$ cat config.mk
export PLATFORM = sky130hd
export DESIGN_NAME = lcd_fb_arbiter
export DESIGN_NICKNAME = d
export VERILOG_FILES = /design/src/rtl/lcd_fb_arbiter.sv
export SDC_FILE = /design/constraint.sdc
export NUM_CORES = 1
export LEC_CHECK = 0
export BUFFER_PORTS_ARGS = -buffer_cell sky130_fd_sc_hd__buf_2
export CORE_MARGIN = 10
export CORE_UTILIZATION = 58
export CTS_BUF_LIST = sky130_fd_sc_hd__clkbuf_8
export CTS_CLUSTER_SIZE = 8
export DETAILED_ROUTE_END_ITERATION = 8
export GPL_ROUTABILITY_DRIVEN = 1
export PLACE_DENSITY = 0.82
export SYNTH_ARGS = -nofsm -noshare
export SYNTH_HDL_FRONTEND = slang
export SYNTH_SLANG_ARGS = --single-unit
$ cat constraint.sdc
create_clock -name CLK -period 6 [get_ports CLK]
set_clock_uncertainty 0.05 [all_clocks]
set_input_delay 0.9 -clock CLK [delete_from_list [all_inputs] [get_ports CLK]]
set_output_delay 0.9 -clock CLK [all_outputs]
set_load 0.03 [all_outputs]
$ cat src/rtl/lcd_fb_arbiter.sv
// Frame-memory arbiter: LCD display fetch has priority while DEN=1, queued pixel writes drain in blanking.
// Optional double buffering when FB_SWAP_EN is defined.
module lcd_fb_arbiter #(
  parameter int H_ACTIVE    = 800,
  parameter int V_ACTIVE    = 480,
  parameter int ADDR_W      = 19,
  parameter int DATA_W      = 24,
  parameter int WFIFO_DEPTH = 4
) (
  input  logic              CLK,
  input  logic              RST_n,
  input  logic              DEN,
  input  logic              VD,
  input  logic [10:0]       Columna,
  input  logic [9:0]        Fila,
  input  logic              wr_valid,
  input  logic [ADDR_W-1:0] wr_addr,
  input  logic [DATA_W-1:0] wr_data,
  output logic              wr_ready,
  output logic [ADDR_W:0]   mem_addr,
  output logic              mem_we,
  output logic [DATA_W-1:0] mem_wdata,
  input  logic [DATA_W-1:0] mem_rdata,
  output logic [DATA_W-1:0] pix_data,
  output logic              pix_valid,
  output logic              wr_err,
  input  logic              swap_req,
  output logic              swap_done
);
  localparam int PW = $clog2(WFIFO_DEPTH);
  localparam int unsigned NPIX = H_ACTIVE * V_ACTIVE;

  typedef enum logic [1:0] {S_IDLE, S_DISP, S_WR} state_t;
  state_t r_state, w_next;

  logic [ADDR_W-1:0] r_fa [WFIFO_DEPTH];
  logic [DATA_W-1:0] r_fd [WFIFO_DEPTH];
  logic [PW:0]       r_count;
  logic [PW-1:0]     r_rd_ptr, r_wr_ptr;
  logic              r_alive, r_wr_err;
  logic [ADDR_W:0]   r_hold;
  logic [1:0]        r_vld_pipe;
  logic [DATA_W-1:0] r_pix;

  logic              w_full, w_empty, w_push, w_pop, w_head_ok;
  logic              w_rd_msb, w_wr_msb, w_mem_we;
  logic [ADDR_W-1:0] w_disp_addr, w_head_addr;
  logic [ADDR_W:0]   w_mem_addr;
  logic [DATA_W-1:0] w_mem_wdata;

  assign w_full      = (r_count == (PW+1)'(WFIFO_DEPTH));
  assign w_empty     = (r_count == '0);
  assign wr_ready    = r_alive && !w_full;
  assign w_push      = wr_valid && wr_ready;
  assign w_head_addr = r_fa[r_rd_ptr];
  assign w_head_ok   = (32'(w_head_addr) < NPIX);
  assign w_disp_addr = ADDR_W'(Fila) * ADDR_W'(H_ACTIVE) + ADDR_W'(Columna);

  // Owner decision is combinational on DEN so the display never loses a cycle.
  always_comb begin
    w_next      = S_IDLE;
    w_pop       = 1'b0;
    w_mem_we    = 1'b0;
    w_mem_addr  = r_hold;
    w_mem_wdata = '0;
    if (DEN) begin
      w_next     = S_DISP;
      w_mem_addr = {w_rd_msb, w_disp_addr};
    end else if (!w_empty) begin
      w_next = S_WR;
      w_pop  = 1'b1;
      if (w_head_ok) begin
        w_mem_we    = 1'b1;
        w_mem_addr  = {w_wr_msb, w_head_addr};
        w_mem_wdata = r_fd[r_rd_ptr];
      end
    end
  end

  assign mem_we    = r_alive && w_mem_we;
  assign mem_addr  = r_alive ? w_mem_addr : '0;
  assign mem_wdata = r_alive ? w_mem_wdata : '0;
  assign pix_valid = r_vld_pipe[1];
  assign pix_data  = r_pix;
  assign wr_err    = r_wr_err;

  always_ff @(posedge CLK or negedge RST_n) begin
    if (!RST_n) begin
      r_state    <= S_IDLE;
      r_count    <= '0;
      r_rd_ptr   <= '0;
      r_wr_ptr   <= '0;
      r_alive    <= 1'b0;
      r_wr_err   <= 1'b0;
      r_hold     <= '0;
      r_vld_pipe <= '0;
      r_pix      <= '0;
    end else begin
      r_alive    <= 1'b1;
      r_state    <= w_next;
      r_hold     <= mem_addr;
      r_count    <= r_count + (PW+1)'(w_push) - (PW+1)'(w_pop);
      if (w_push) r_wr_ptr <= r_wr_ptr + 1'b1;
      if (w_pop)  r_rd_ptr <= r_rd_ptr + 1'b1;
      if (w_pop && !w_head_ok) r_wr_err <= 1'b1;
      r_vld_pipe <= {r_vld_pipe[0], DEN};
      // Read issued last cycle in DISP returns now; anything else blanks the pixel.
      r_pix      <= (r_state == S_DISP) ? mem_rdata : '0;
    end
  end

  always_ff @(posedge CLK) begin
    if (w_push) begin
      r_fa[r_wr_ptr] <= wr_addr;
      r_fd[r_wr_ptr] <= wr_data;
    end
  end

`ifdef FB_SWAP_EN
  logic r_disp_sel, r_pend, r_vd_q, r_swap_done;
  logic w_vd_fall;

  assign w_vd_fall = r_vd_q && !VD;

  always_ff @(posedge CLK or negedge RST_n) begin
    if (!RST_n) begin
      r_disp_sel  <= 1'b0;
      r_pend      <= 1'b0;
      r_vd_q      <= 1'b1;
      r_swap_done <= 1'b0;
    end else begin
      r_vd_q      <= VD;
      r_swap_done <= 1'b0;
      if (w_vd_fall && r_pend) begin
        r_disp_sel  <= !r_disp_sel;
        r_pend      <= swap_req;  // request on the edge itself waits a frame
        r_swap_done <= 1'b1;
      end else if (swap_req) begin
        r_pend <= 1'b1;
      end
    end
  end

  assign w_rd_msb  = r_disp_sel;
  assign w_wr_msb  = !r_disp_sel;
  assign swap_done = r_swap_done;
`else
  logic w_unused_swap;
  assign w_unused_swap = swap_req ^ VD;
  assign w_rd_msb  = 1'b0;
  assign w_wr_msb  = 1'b0;
  assign swap_done = 1'b0;
`endif

endmodule

## Word-level counts from Yosys, hierarchy flattened

Memory sizes are Yosys's and may differ from the RTL's.
Cells that the tools add are included.

- Bits in writable memories: 172
- Word-level logic and storage cells: 45
- Input port bits: 94
- Register bits: 57
- Output and inout port bits: 73
- Memories: 2

Memory list:

| memory | words | bits a word | read ports | clocked after Yosys merged registers in | wr ports | line | text |
|---|---|---|---|---|---|---|---|
| r_fd | 4 | 24 | 1 | 0 | 1 | 37 | `logic [DATA_W-1:0] r_fd [WFIFO_DEPTH];` |
| r_fa | 4 | 19 | 1 | 0 | 1 | 36 | `logic [ADDR_W-1:0] r_fa [WFIFO_DEPTH];` |

- Multipliers: 1
- Add/subtract/negate cells: 5
- Magnitude comparators: 1
- Equal/unequal tests: 2
- Reduce and logical (&&, ||, !) cells: 7
- Muxes and demuxes: 18

Operators with widths:

| cell | number |
|---|---|
| two-way mux 24 bit | 5 |
| two-way mux 20 bit | 4 |
| adder 19 x 11 -> 19 bit | 1 |
| less-than comparator 19 bit, second input constant | 1 |
| multiplier 10 x 5 -> 14 bit, second input constant | 1 |
| two-way mux 1 bit | 7 |
| adder 2 x 1 -> 2 bit, second input constant | 2 |
| logical AND 1 bit | 4 |
| two-way mux 2 bit | 2 |
| adder 3 x 1 -> 3 bit | 1 |
| == test 3 bit, second input constant | 1 |
| logical NOT 3 bit | 1 |
| subtractor 3 x 1 -> 3 bit | 1 |
| == test 2 x 1 -> 1 bit, second input constant | 1 |
| logical NOT 1 bit | 2 |

## Logic depth before layout (Yosys ltp)

- Depth in word-level cells: 6
- Mapped depth: 13
- Depth with buffers taken out: 13

## Worst setup path after synthesis

Ideal clock, no wire load.

- Path kind: input -> output
- Start point: input Fila[2]
- End point: output mem_addr[18]
- Required time: 5050 ps
- Setup slack: 775 ps
- Arrival: 4275 ps
- Stages: 11
- Buffers on the path: 0
- Path through: ha_1 ha_1 fa_1 ha_1 o21ai_0 nor4b_1 or3b_2 and4_1 and3_1 a31o_2 a31oi_1

- Word-level cells in the longest chain between the ends: 4

RTL lines:

| element | line | text |
|---|---|---|
| from (decl) | 15 | `input logic [9:0] Fila,` |
| multiplier 10 x 5 -> 14 bit | 57 | `assign w_disp_addr = ADDR_W'(Fila) * ADDR_W'(H_ACTIVE) + ADDR_W'(Columna);` |
| adder 19 x 11 -> 19 bit | 57 |  |
| two-way mux 20 bit | 66 | `if (DEN) begin` |
| two-way mux 20 bit | 81 | `assign mem_addr = r_alive ? w_mem_addr : '0;` |
| to (decl) | 20 | `output logic [ADDR_W:0] mem_addr,` |

Every way passes these cells.

## Final worst setup path

Ends and elaborated chain as after synthesis.

==> key figures <==
Outcome
  – Status: finished, final reports clean

GRT
  – Vias in the first global route: 5973
  – Global-route wire length before repair: 31850 µm
  – Largest net degree at the start of global routing: 57
  – Global route overflow: 0
  – Initial antenna violation count: 5
  – Global Route Usage Sum: 0.1791

Pwr
  – Clock power frac: 0.248
  – Leak pwr: 4.856 nW
  – Psw: 0.001573 W
  – Gate power share: 0.335
  – Reg power frac: 0.416
  – Sw frac: 0.3207
  – Internal power: 0.003332 W
  – VDD IR max: 0.2494 mV
  – Power density cells: 417.4 nW/µm²

Timing
  – Slew HR: 0.2145
  – PnR worst setup slack: 0.5076 ns
  – Fmax: 182.1 MHz
  – RSZ-0062 raised after global routing: no
  – Fin Setup TNS: 0 ns
  – Final hold violations: 0
  – WHS: 0.3217 ns
  – Post-layout min period: 5.492 ns
  – Worst slew pin tran: 1.176 ns
  – Slew Viols, Final: 0
  – Setup Viol. Count Final: 0
  – Final worst path period share: 0.9154

Synth
  – Synth Flop Type: edfxtp_1
  – Number of synthesized flops with an enable pin: 172
  – Synth area leaders: edfxtp_1 51%, dfrtp_1 14%, mux4_2 9.7%
  – Synth Warn #: 0
  – Async set or reset register ratio after synthesis: 0.2456
  – Sequential cell area fraction in the yosys report: 0.6545
  – Post-synth top area cell: edfxtp_1
  – Syn Inst Count: 595
  – FF+latch count, synth: 228
  – Share of the synthesized area in the top cell type: 0.5148
  – Syn avg cell area: 16.86 µm²
  – Post-synthesis net count: 740
  – Synth Cell Area: 10030 µm²
  – Yosys cell types: 54

Route
  – Initial DRC count: 252
  – Total Wirelength: 20540 µm
  – Avg WL per Cell: 19.90 µm
  – Via density per instance: 5.469
  – Final ANT Viol Nets: 0
  – Post-route DRC: 0
  – Vias: 5644
  – TritonRoute pass-1 iters: 4

Clock network
  – Clock latency on the worst-skew pair: 0.50 ns
  – H-tree depth: 2
  – Post-CTS setup buffer count: 0
  – Num CTS Buffers: 37
  – CTS resizes: 0
  – Root Buffer: clkbuf_8
  – CTS tree: yes
  – Max Buffers Root-to-Sink: 3
  – # hold bufs at CTS: 0
  – Reg clk slew, reported paths: 0.06 ns
  – Clk sink count: 228

Critical path
  – CP max stage delay: 0.49 ns
  – CP delay by family, top: adder cells
  – CP startpoint kind: primary input
  – Setup slack, reg-to-reg: 2.37 ns
  – CP max stage cell: or3b_2
  – Critical Path, Cell by Cell: buf_2, ha_1, ha_1, fa_1, ha_1, o21ai_0, nor4b_1, or3b_2, and4_1, and3_1, a31o_2, a31oi_1, buf_2
  – Crit path kind: in2out
  – CP max FO: 4
  – Worst reg-to-reg path cell count: 8
  – CP Depth: 13
  – Worst path arrival time: 4.54 ns
  – Worst Setup End Kind: output port
  – Cell with the most instances on the worst path: ha_1
  – Bufs and invs on worst path: 2
  – CP Data Required Time: 5.05 ns

Die
  – Num ports: 167
  – FP Rows: 48
  – Die height: 151.5 µm
  – Initial Util: 0.5861
  – Area of the die: 22960 µm²
  – Core Region: 17120 µm²
  – Horiz. Die Dim: 151.5 µm

Finish
  – Final #Nets: 928
  – Layout area overhead: 17.11%
  – Fraction of layout cells with a size suffix above 1: 0.3652

Hold path
  – Min-Delay Path Depth: 0
  – Hold Path Class: reg2reg

Place
  – I/O Buffers: 163
  – Final HPWL DP: 14160 µm
  – Dpl ws: 0.5469 ns
  – GPL Wtd Cong: 0.8064

Run
  – Max Cap Viol: 0
## synth_stat cells (5+ instances only)
master,instances
nor2_1,23
nand2_1,7
xor2_1,11
mux2i_1,9
ha_1,44
mux4_2,43
nor2b_1,8
fa_1,7
clkbuf_1,11
dfrtp_1,56
inv_1,30
nor3_1,5
nor2b_4,19
a21oi_1,20
o21ai_0,20
xnor2_1,12
edfxtp_1,172
a211oi_1,9
and2_1,27
and3_1,5
## area by class of cell
type	instances	area [µm²]
diodes	2	5.005
clock buffers	42	578.1
clock inverters	19	103.9
fillers	1154	5368
inverters	30	112.6
multi-input cells	315	3223
flip-flops and latches	228	6569
well taps	225	281.5
repair buffers	171	875.8
## power groups by stage
stage | clock (W) | sequential (W) | combinational, W
floorplan | 0 | 0.00202 | 0.00131
global placement | 0 | 0.00206 | 0.00160
detailed placement | 0 | 0.00208 | 0.00166
CTS | 0.00125 | 0.00205 | 0.00167
global route | 0.00133 | 0.00206 | 0.00179
finish | 0.00122 | 0.00204 | 0.00164
## cell families after synthesis
group           count (synthesis)  share of synthesized area
compound gates                 66                    0.03979
xor+xnor                       23                    0.02008
fa+ha+maj                      51                    0.06884
buf+inv                        52                    0.02469
flops                         228                     0.6545
mux                            57                     0.1111
other cells                     2                  0.0007486
simple gates                  116                    0.08020
## metrics by stage
step	total power, W	instance area, µm²	instances	util
5_1_grt	0.005180	11750	1031	0.6863
3_3_place_gp	0.003663	11060	969	0.6463
3_5_place_dp	0.003732	11060	969	0.6463
4_1_cts	0.004965	11740	1030	0.6861
2_1_floorplan	0.003333	10030	595	-
6_report	0.004905	11750	1032	0.6864
## path summary, 6_finish.rpt
| check | to | startpoint |
|---|---|---|
| hold reg to reg | r_vld_pipe[1] | r_vld_pipe[0] |
| hold / removal | r_vld_pipe[1] | r_vld_pipe[0] |
| min in group asynchronous | pix_data[10] | RST_n |
| max in group asynchronous | r_rd_ptr[0] | RST_n |
| setup reg to reg | r_hold[14] | r_rd_ptr[0] |
| setup / recovery | mem_addr[18] | Fila[2] |
## placed cells by master (no fill, tap or decap), drive strengths merged, types with 11 or more instances in the layout
cell / netlist / final
nor2b: 27 / 27
xnor2: 12 / 12
buf: 11 / 171
and2: 27 / 27
edfxtp: 172 / 172
ha: 44 / 44
clkbuf: 11 / 42
mux4: 43 / 43
o21ai: 21 / 21
dfrtp: 56 / 56
nor2: 23 / 23
a21oi: 20 / 20
xor2: 11 / 11
inv: 30 / 44
## metal layers
layer	part of all wire	track usage	vias up	routed length [µm]
met3	0.096	0.06653	39	1982
li1	-	-	2628	-
met1	0.38	0.2103	2769	7817
met5	0.0033	0	-	68
met2	0.50	0.3020	200	10270
met4	0.020	0.05481	8	405
## state kept, by name, indices dropped and copies added, names as in the netlist
name	count
r_fd	96
r_fa	76
pix_data	24
r_hold	20
r_count	3
r_rd_ptr	2
r_vld_pipe	2
r_wr_ptr	2
r_alive	1
r_state	1
wr_err	1
Note: power is estimated with default switching activity, not from simulation.
